==> src/rtl/adder_pipe_pkg.sv <==
// Shared definitions for adder_pipe: op encodings, carry-chunk sizing and the
// legality check used at elaboration.
package adder_pipe_pkg;

    localparam logic OP_ADD = 1'b0;
    localparam logic OP_SUB = 1'b1;

    function automatic int chunk_width(int width, int stages);
        return (stages >= 1) ? width / stages : width;
    endfunction

    function automatic bit cfg_ok(int width, int stages);
        return (stages >= 1) && (stages <= width) && ((width % stages) == 0);
    endfunction

endpackage

==> src/rtl/adder_pipe_if.sv <==
// Operand/result stream bundle for adder_pipe: valid/ready on both sides.
interface adder_pipe_if #(
    parameter int WIDTH = 16
);
    logic             in_valid;
    logic             in_ready;
    logic [WIDTH-1:0] a;
    logic [WIDTH-1:0] b;
    logic             cin;
    logic             op;
    logic             out_valid;
    logic             out_ready;
    logic [WIDTH-1:0] sum;
    logic             cout;
    logic             overflow;

    modport master (
        output in_valid, a, b, cin, op, out_ready,
        input  in_ready, out_valid, sum, cout, overflow
    );

    modport slave (
        input  in_valid, a, b, cin, op, out_ready,
        output in_ready, out_valid, sum, cout, overflow
    );
endinterface

==> src/rtl/adder_pipe_stage.sv <==
// One carry chunk of the pipelined adder: adds chunk IDX with the incoming carry
// and forwards operands, completed result bits, carry and valid to the next stage.
module adder_pipe_stage #(
    parameter int WIDTH = 16,
    parameter int CHUNK = 4,
    parameter int IDX   = 0
) (
    input  logic             clk,
    input  logic             rst,
    input  logic             advance,
    input  logic             prev_valid,
    input  logic             prev_carry,
    input  logic [WIDTH-1:0] prev_a,
    input  logic [WIDTH-1:0] prev_b,
    input  logic [WIDTH-1:0] prev_res,
    output logic             valid,
    output logic             carry,
    output logic [WIDTH-1:0] op_a,
    output logic [WIDTH-1:0] op_b,
    output logic [WIDTH-1:0] res
);

    logic [CHUNK:0]   part;
    logic [WIDTH-1:0] res_next;

    // NOTE: every always_comb target gets a value before any condition, so no latch can form.
    always_comb begin
        part = {1'b0, prev_a[IDX*CHUNK +: CHUNK]}
             + {1'b0, prev_b[IDX*CHUNK +: CHUNK]}
             + {{CHUNK{1'b0}}, prev_carry};
        res_next = prev_res;
        res_next[IDX*CHUNK +: CHUNK] = part[CHUNK-1:0];
    end

    // NOTE: state registers use non-blocking assignments so all stages update from pre-edge values.
    always_ff @(posedge clk) begin
        if (rst) begin
            valid <= 1'b0;
            carry <= 1'b0;
            op_a  <= '0;
            op_b  <= '0;
            res   <= '0;
        end else if (advance) begin
            valid <= prev_valid;
            carry <= part[CHUNK];
            op_a  <= prev_a;
            op_b  <= prev_b;
            res   <= res_next;
        end
    end

endmodule

==> src/rtl/adder_pipe.sv <==
// Pipelined add/subtract with valid/ready stream and global stall.
// Optional signed saturation of the result: define ADDER_PIPE_SAT_EN.
module adder_pipe
    import adder_pipe_pkg::*;
#(
    parameter int WIDTH  = 16,
    parameter int STAGES = 4
) (
    input  logic         clk,
    input  logic         rst,
    adder_pipe_if.slave  bus
);

    localparam int CHUNK = chunk_width(WIDTH, STAGES);

    if (!cfg_ok(WIDTH, STAGES)) begin : g_cfg_check
        $error("adder_pipe: WIDTH must be a multiple of STAGES with 1 <= STAGES <= WIDTH");
    end

    logic             advance;
    logic             accept;
    logic [WIDTH-1:0] a_front;
    logic [WIDTH-1:0] b_front;
    logic             c_front;

    logic             v_pipe [STAGES+1];
    logic             c_pipe [STAGES+1];
    logic [WIDTH-1:0] a_pipe [STAGES+1];
    logic [WIDTH-1:0] b_pipe [STAGES+1];
    logic [WIDTH-1:0] r_pipe [STAGES+1];

    assign advance      = !bus.out_valid || bus.out_ready;
    assign bus.in_ready = advance && !rst;
    assign accept       = bus.in_valid && bus.in_ready;

    // Bubbles enter as zero operands so an idle pipeline presents all-zero outputs.
    always_comb begin
        a_front = '0;
        b_front = '0;
        c_front = 1'b0;
        if (accept) begin
            a_front = bus.a;
            b_front = (bus.op == OP_ADD) ? bus.b : ~bus.b;
            c_front = (bus.op == OP_SUB) ? ~bus.cin : bus.cin;
        end
    end

    assign v_pipe[0] = accept;
    assign c_pipe[0] = c_front;
    assign a_pipe[0] = a_front;
    assign b_pipe[0] = b_front;
    assign r_pipe[0] = '0;

    for (genvar k = 0; k < STAGES; k++) begin : g_stage
        adder_pipe_stage #(
            .WIDTH (WIDTH),
            .CHUNK (CHUNK),
            .IDX   (k)
        ) u_stage (
            .clk        (clk),
            .rst        (rst),
            .advance    (advance),
            .prev_valid (v_pipe[k]),
            .prev_carry (c_pipe[k]),
            .prev_a     (a_pipe[k]),
            .prev_b     (b_pipe[k]),
            .prev_res   (r_pipe[k]),
            .valid      (v_pipe[k+1]),
            .carry      (c_pipe[k+1]),
            .op_a       (a_pipe[k+1]),
            .op_b       (b_pipe[k+1]),
            .res        (r_pipe[k+1])
        );
    end

    // The forwarded operand MSBs of the last stage decide signed overflow.
    logic [WIDTH-1:0] raw;
    logic             a_msb;
    logic             b_msb;
    logic             ovf;

    assign raw   = r_pipe[STAGES];
    assign a_msb = a_pipe[STAGES][WIDTH-1];
    assign b_msb = b_pipe[STAGES][WIDTH-1];
    assign ovf   = (a_msb == b_msb) && (raw[WIDTH-1] != a_msb);

    assign bus.out_valid = v_pipe[STAGES];
    assign bus.cout      = c_pipe[STAGES];
    assign bus.overflow  = ovf;

`ifdef ADDER_PIPE_SAT_EN
    assign bus.sum = ovf ? {a_msb, {(WIDTH-1){~a_msb}}} : raw;
`else
    assign bus.sum = raw;
`endif

endmodule

==> src/flat_wrapper.sv <==
// flat-port wrapper written by rule: the top's interface ports become plain ports
module adder_pipe_flat import adder_pipe_pkg::*;
#(
    parameter int WIDTH  = 16,
    parameter int STAGES = 4
)
  (clk, rst, bus_in_valid, bus_a, bus_b, bus_cin, bus_op, bus_out_ready, bus_in_ready, bus_out_valid, bus_sum, bus_cout, bus_overflow);
  adder_pipe_if #(.WIDTH(WIDTH)) bus_i ();
  input  logic clk;
  input  logic rst;
  input wire logic [$bits(bus_i.in_valid)-1:0] bus_in_valid;
  input wire logic [$bits(bus_i.a)-1:0] bus_a;
  input wire logic [$bits(bus_i.b)-1:0] bus_b;
  input wire logic [$bits(bus_i.cin)-1:0] bus_cin;
  input wire logic [$bits(bus_i.op)-1:0] bus_op;
  input wire logic [$bits(bus_i.out_ready)-1:0] bus_out_ready;
  output wire logic [$bits(bus_i.in_ready)-1:0] bus_in_ready;
  output wire logic [$bits(bus_i.out_valid)-1:0] bus_out_valid;
  output wire logic [$bits(bus_i.sum)-1:0] bus_sum;
  output wire logic [$bits(bus_i.cout)-1:0] bus_cout;
  output wire logic [$bits(bus_i.overflow)-1:0] bus_overflow;
  assign bus_i.in_valid = bus_in_valid;
  assign bus_i.a = bus_a;
  assign bus_i.b = bus_b;
  assign bus_i.cin = bus_cin;
  assign bus_i.op = bus_op;
  assign bus_i.out_ready = bus_out_ready;
  assign bus_in_ready = bus_i.in_ready;
  assign bus_out_valid = bus_i.out_valid;
  assign bus_sum = bus_i.sum;
  assign bus_cout = bus_i.cout;
  assign bus_overflow = bus_i.overflow;
  adder_pipe #(.WIDTH(WIDTH), .STAGES(STAGES)) u_core (.clk(clk), .rst(rst), .bus(bus_i));
endmodule
==> config.mk <==
export PLATFORM = sky130hd
export DESIGN_NAME = adder_pipe_flat
export DESIGN_NICKNAME = d
export VERILOG_FILES = /design/src/rtl/adder_pipe_pkg.sv /design/src/rtl/adder_pipe_if.sv /design/src/rtl/adder_pipe_stage.sv /design/src/rtl/adder_pipe.sv /design/src/flat_wrapper.sv
export SDC_FILE = /design/constraint.sdc
export NUM_CORES = 1
export LEC_CHECK = 0
export ABC_AREA = 1
export CAP_MARGIN = 0
export CORE_AREA = 2 2 128 130
export DETAILED_ROUTE_END_ITERATION = 16
export DIE_AREA = 0 0 130 132
export MAX_ROUTING_LAYER = met4
export PLACE_DENSITY = 0.74
export SLEW_MARGIN = 40
export SYNTH_ARGS = -nofsm -noshare
export SYNTH_HDL_FRONTEND = slang
export SYNTH_HIERARCHICAL = 1
export SYNTH_SLANG_ARGS = --single-unit
export TNS_END_PERCENT = 5
==> constraint.sdc <==
create_clock -name clk -period 2.8 [get_ports clk]
set_clock_uncertainty 0.1 [all_clocks]
set_input_delay 0.56 -clock clk [delete_from_list [all_inputs] [get_ports clk]]
set_output_delay 0.56 -clock clk [all_outputs]
set_load 0.01 [all_outputs]
Word-level counts from Yosys, hierarchy flattened. Index checks and enable logic that the tools add are counted.

Register bits: 176. Input bits: 38. Output and inout bits: 20. Logic and storage cells: 43.

Add/sub/neg operators: 8. Equality and inequality tests: 2. Multiplexer cells: 5. Bitwise operators: 2. Reduce and logical (&&, ||, !) cells: 6.

Operators with widths (count): two-way mux 16 bit (3); adder 4 x 4 -> 5 bit (4); adder 5 x 1 -> 5 bit (4); NOT 16 bit (1); logical AND 1 bit (3); logical NOT 1 bit (2); two-way mux 1 bit (2); == test 1 bit (1); logical OR 1 bit (1); != test 1 bit (1); NOT 1 bit (1).

Depth between registers and ports, before layout.
Depth in word-level cells: 7. Mapped depth: 12. Mapped depth without buffers: 11.

Cells and area by module. Netlist, hierarchy kept.

By module, submodules not included: adder_pipe_stage at u_core.g_stage[0].u_stage ... (times used 3, cells an instance 239, area each 1963.1 µm², sequential area each 1001.0 µm²); adder_pipe_stage at u_core.g_stage[3].u_stage (times used 1, cells an instance 239, area each 1990.7 µm², sequential area each 1001.0 µm²); adder_pipe (times used 1, cells an instance 137, area each 605.6 µm², sequential area each 0.0 µm²).

Worst setup path after synthesis. Ideal clock, no wire load.

Path kind: input-to-reg. Start: in bus_out_ready. End: reg u_core.g_stage[0].u_stage.res[2]. Library setup time: 0.115 ns. Data arrival time: 2.099 ns. Data required time: 2.585 ns. Setup slack: 0.486 ns. Stages on the path: 11. Buffers on the path: 1. Cell sequence: inv_2 -> nand2_2 -> nand3_4 -> buf_6 -> nor2_1 -> fa_1 -> inv_1 -> fa_1 -> xnor2_1 -> o21ai_0 -> inv_1.

Cells in the longest elaborated chain, start to end: 6. Elaborated cells between the ends (all ways): 8. Those cells by class: 2 x add/sub; 3 x mux; 3 x reduce/logical.

Ends and longest elaborated chain: start: declaration (line flat_wrapper.sv:16) `input wire logic [$bits(bus_i.out_ready)-1:0] bus_out_ready;`; logical OR 1 bit (line adder_pipe.sv:32) `assign advance = !bus.out_valid || bus.out_ready;`; named net u_core.advance (line adder_pipe.sv:20) `logic advance;`; logical AND 1 bit (line adder_pipe.sv:33) `assign bus.in_ready = advance && !rst;`; logical AND 1 bit (line adder_pipe.sv:34) `assign accept = bus.in_valid && bus.in_ready;`; two-way mux 16 bit (line adder_pipe.sv:41) `if (accept) begin`; named net u_core.a_front[0] (line adder_pipe.sv:22) `logic [WIDTH-1:0] a_front;`; adder 4 x 4 -> 5 bit (line adder_pipe_stage.sv:29) `+ {1'b0, prev_b[IDX*CHUNK +: CHUNK]}`; adder 5 x 1 -> 5 bit (line adder_pipe_stage.sv:30) `+ {{CHUNK{1'b0}}, prev_carry};`; end signal: assignment (line adder_pipe_stage.sv:48) `res <= res_next;`; end: declaration (line adder_pipe_stage.sv:20) `output logic [WIDTH-1:0] res`.

The timed path passes the listed nets, and every way through them passes these cells. A chain may end at the register's enable or synchronous reset.

Final worst setup path.
Start: in rst. End: out bus_in_ready.

Cells in the longest elaborated chain, start to end: 2.

Ends and longest elaborated chain: start: declaration (line flat_wrapper.sv:10) `input logic rst;`; logical NOT 1 bit (line adder_pipe.sv:33); logical AND 1 bit (line adder_pipe.sv:33); end: declaration (line flat_wrapper.sv:17) `output wire logic [$bits(bus_i.in_ready)-1:0] bus_in_ready;`.

No other way between the ends.

==> impl_metrics.prom <==
# TYPE chip_impl_metric gauge
chip_impl_info{name="status",value="finished clean"} 1
chip_impl_metric{name="timing_max_transition_violations_final",unit=""} 0
chip_impl_metric{name="global_route.overflow_total",unit=""} 0
chip_impl_metric{name="synth_warnings",unit=""} 6
chip_impl_info{name="worst_setup_path_startpoint",value="rst"} 1
chip_impl_metric{name="final_min_period_over_clock_period",unit="%"} 91.8
chip_impl_metric{name="flow.area_growth_from_synthesis",unit="%"} 11.7
chip_impl_metric{name="powerDensity",unit="nW/um^2"} 526
chip_impl_metric{name="design.portCount",unit=""} 58
chip_impl_metric{name="post_cts_resize_count",unit=""} 0
chip_impl_metric{name="clock.fmax",unit="MHz"} 389
chip_impl_metric{name="setup_ws",unit="ns"} 0.230
chip_impl_info{name="crit_chain",value="clkdlybuf4s50_1, buf_4, a21oi_1, clkdlybuf4s50_1"} 1
chip_impl_metric{name="largest_net_degree_at_the_start_of_global_routing",unit=""} 111
chip_impl_metric{name="coreArea",unit="um^2"} 15700
chip_impl_metric{name="postCtsSetupRepairBufs",unit=""} 0
chip_impl_metric{name="timing.reg2reg.worst_path_depth",unit=""} 9
chip_impl_info{name="regToRegStartpoint",value="u_core/g_stage[3].u_stage/valid$_SDFFE_PP0P_"} 1
chip_impl_metric{name="fp.dieH",unit="um"} 132
chip_impl_metric{name="synth_fp_nets",unit=""} 741
chip_impl_info{name="hold_path_end",value="u_core/g_stage[3].u_stage/res[6]$_SDFFE_PP0P_"} 1
chip_impl_metric{name="io_port_bufs",unit=""} 57
chip_impl_metric{name="layout_min_cycle_time",unit="ns"} 2.57
chip_impl_metric{name="total_leakage_power",unit="nW"} 2.47
chip_impl_metric{name="peak_ir_drop_on_the_vdd_network",unit="V"} 0.000295
chip_impl_info{name="crit_path_end_kind",value="primary output"} 1
chip_impl_metric{name="clk_pin_slew",unit="ns"} 0.06
chip_impl_metric{name="drt_first_pass_iters",unit=""} 4
chip_impl_metric{name="crit_path_max_incr_delay",unit="ns"} 0.55
chip_impl_metric{name="timing.setup.tns",unit="ns"} 0
chip_impl_info{name="crit_path_frequent_cell",value="sky130_fd_sc_hd__clkdlybuf4s50_1"} 1
chip_impl_metric{name="maxCapViolCount",unit=""} 0
chip_impl_info{name="cts-root-buf",value="sky130_fd_sc_hd__clkbuf_16"} 1
chip_impl_metric{name="floorplan.die.width",unit="um"} 130
chip_impl_metric{name="detail_route.drc_violations",unit=""} 0
chip_impl_metric{name="final-setup-viol-count",unit=""} 0
chip_impl_metric{name="multiInputGateArea",unit="um^2"} 2160
chip_impl_metric{name="whs_path_depth",unit=""} 2
chip_impl_info{name="tritoncts",value="yes"} 1
chip_impl_metric{name="fp-row-count",unit=""} 46
chip_impl_metric{name="clock_insertion_delay_at_the_later_pin_of_the_skew_report",unit="ns"} 0.34
chip_impl_info{name="slowest_cell_on_the_critical_path",value="sky130_fd_sc_hd__clkdlybuf4s50_1"} 1
chip_impl_metric{name="regArea",unit="um^2"} 1960
chip_impl_metric{name="nets",unit=""} 760
chip_impl_metric{name="synth_cells",unit=""} 683
chip_impl_info{name="crit-reg2reg-capture",value="u_core/g_stage[0].u_stage/carry$_SDFFE_PP0P_"} 1
chip_impl_info{name="min-delay-start",value="u_core/g_stage[2].u_stage/res[6]$_SDFFE_PP0P_"} 1
chip_impl_metric{name="cell_count_after_placement",unit=""} 907
chip_impl_metric{name="drt-total-wl",unit="um"} 10000
chip_impl_metric{name="max_slew.worst_pin.slew",unit="ns"} 0.487
chip_impl_metric{name="antenna_cells_inserted",unit=""} 0
chip_impl_metric{name="antenna_left",unit=""} 0
chip_impl_metric{name="ctsHoldBuffers",unit=""} 0
chip_impl_metric{name="r2r_setup_slack",unit="ns"} 0.76
chip_impl_metric{name="dpl_worst_slack",unit="ns"} -0.000828
chip_impl_metric{name="placed_instance_area",unit="um^2"} 5370
chip_impl_metric{name="grt_antenna_before_repair",unit=""} 0
chip_impl_metric{name="num_vias",unit=""} 3959
chip_impl_metric{name="avgViaCountPerCell",unit=""} 4.29
chip_impl_metric{name="track_usage",unit="%"} 12.7
chip_impl_metric{name="nFillCells",unit=""} 1662
chip_impl_metric{name="cts.sink_count",unit=""} 98
chip_impl_metric{name="stdcell_area",unit="um^2"} 5650
chip_impl_metric{name="grt_pass1_vias",unit=""} 3625
chip_impl_metric{name="dieArea",unit="um^2"} 17200
chip_impl_info{name="startpoint_type",value="input pin"} 1
chip_impl_metric{name="place_congestion",unit=""} 0.772
chip_impl_metric{name="final_cells",unit=""} 923
chip_impl_metric{name="crit_path_max_fo",unit=""} 13
chip_impl_metric{name="crit_required",unit="ns"} 2.14
chip_impl_metric{name="syn_area",unit="um^2"} 5060
chip_impl_metric{name="grt_first_pass_wirelength",unit="um"} 17100
chip_impl_metric{name="numCtsBuffers",unit=""} 9
chip_impl_metric{name="worst-endpoint-arrival",unit="ns"} 1.91
chip_impl_metric{name="start_util",unit="%"} 32.2
chip_impl_info{name="hold_path.class",value="flop to flop"} 1
chip_impl_metric{name="timing.final.hold_violations",unit=""} 0
chip_impl_metric{name="syn_area_per_cell",unit="um^2"} 7.41
chip_impl_metric{name="post_drt_wl_per_cell",unit="um"} 10.9
chip_impl_metric{name="drtIter0Drc",unit=""} 229
chip_impl_metric{name="drive_gt1_share",unit="%"} 6.79
chip_impl_metric{name="worst_slew_slack_as_a_fraction_of_its_limit",unit="%"} 67.6
chip_impl_metric{name="max-clock-path-buffers",unit=""} 2
chip_impl_metric{name="h-tree-depth",unit=""} 3
chip_impl_info{name="setup_crit_path_kind",value="input pin to primary output"} 1
chip_impl_metric{name="post-dp-hpwl",unit="um"} 6870
chip_impl_metric{name="design_power_total",unit="W"} 0.00297
chip_impl_info{name="rsz0062_at_grt",value="no"} 1
## layout make-up
cell class              count  share of cell area [%]
inverters                  79                    5.87
flip-flops and latches     98                    34.7
multi-input cells         449                    38.3
clock inverters             3                   0.708
clock buffers              13                    4.25
repair buffers             65                    11.4
well taps                 216                    4.78
## power breakdown
group / total, W / switching [W] / leakage (nW) / internal [W]
combinational: 0.000316 / 0.000169 / 1.54 / 0.000147
sequential: 0.00147 / 0.0000288 / 0.796 / 0.00144
clock: 0.00119 / 0.000496 / 0.138 / 0.000691
## flip-flops by register name, summed over array words and instances (netlist names)
signal / flops
u_core/g_stage.u_stage/res: 40
u_core/g_stage.u_stage/op_a: 25
u_core/g_stage.u_stage/op_b: 25
u_core/g_stage.u_stage/carry: 4
u_core/g_stage.u_stage/valid: 4
## how the worst max path moves through the flow
stage | end | slack [ns] | cells past startpoint
floorplan | u_core/g_stage[0].u_stage/res[2]$_SDFFE_PP0P_ | 0.53 | 11
global placement | u_core/g_stage[0].u_stage/res[2]$_SDFFE_PP0P_ | 0.03 | 11
detailed placement | u_core/g_stage[0].u_stage/res[2]$_SDFFE_PP0P_ | -0.0008 | 11
CTS | bus_in_ready | 0.22 | 4
global route | bus_in_ready | 0.18 | 4
finish | bus_in_ready | 0.23 | 4
## layer usage
layer / vias to the layer above / track usage (%) / share of wire [%] / wire length [um]
met4: 0 / 3.05 / 0.80 / 80
met3: 7 / 3.25 / 4.6 / 463
met1: 1739 / 18.3 / 55 / 5480
met5: - / - / 0 / 0
li1: 2113 / - / - / -
met2: 100 / 17.5 / 40 / 4000
## metrics by stage
step / hold slack [ns] / util (%)
floorplan: 0.346 / -
global placement: 0.360 / 34.2
detailed placement: 0.367 / 34.2
CTS: 0.382 / 36.0
global route: 0.404 / 36.0
finish: 0.383 / 36.0
## cells in the final DEF, fill, tap and decap left out
cell type	count
sky130_fd_sc_hd__nor2_1	220
sky130_fd_sc_hd__dfxtp_1	98
sky130_fd_sc_hd__o21ai_0	94
sky130_fd_sc_hd__inv_1	69
sky130_fd_sc_hd__nand2_1	61
sky130_fd_sc_hd__clkdlybuf4s50_1	57
sky130_fd_sc_hd__nand3_1	16
sky130_fd_sc_hd__a21oi_1	14
sky130_fd_sc_hd__ha_1	12
sky130_fd_sc_hd__nand2_2	10
sky130_fd_sc_hd__clkbuf_16	9
sky130_fd_sc_hd__fa_1	8
sky130_fd_sc_hd__buf_4	7
sky130_fd_sc_hd__inv_2	5
sky130_fd_sc_hd__clkbuf_1	4
sky130_fd_sc_hd__inv_8	4
sky130_fd_sc_hd__xnor2_1	4
sky130_fd_sc_hd__nor2_2	4
sky130_fd_sc_hd__clkinv_2	2
sky130_fd_sc_hd__o21ai_1	2
sky130_fd_sc_hd__o21ai_2	2
sky130_fd_sc_hd__bufinv_16	1
sky130_fd_sc_hd__nand2_4	1
sky130_fd_sc_hd__nand3_4	1
sky130_fd_sc_hd__inv_6	1
sky130_fd_sc_hd__buf_12	1
## critical path, delay by kind of cell
kind            cells  cell delay [ns]
buf+inv             3             1.23
compound gates      1             0.13
Power figures use the tool's default switching activity.
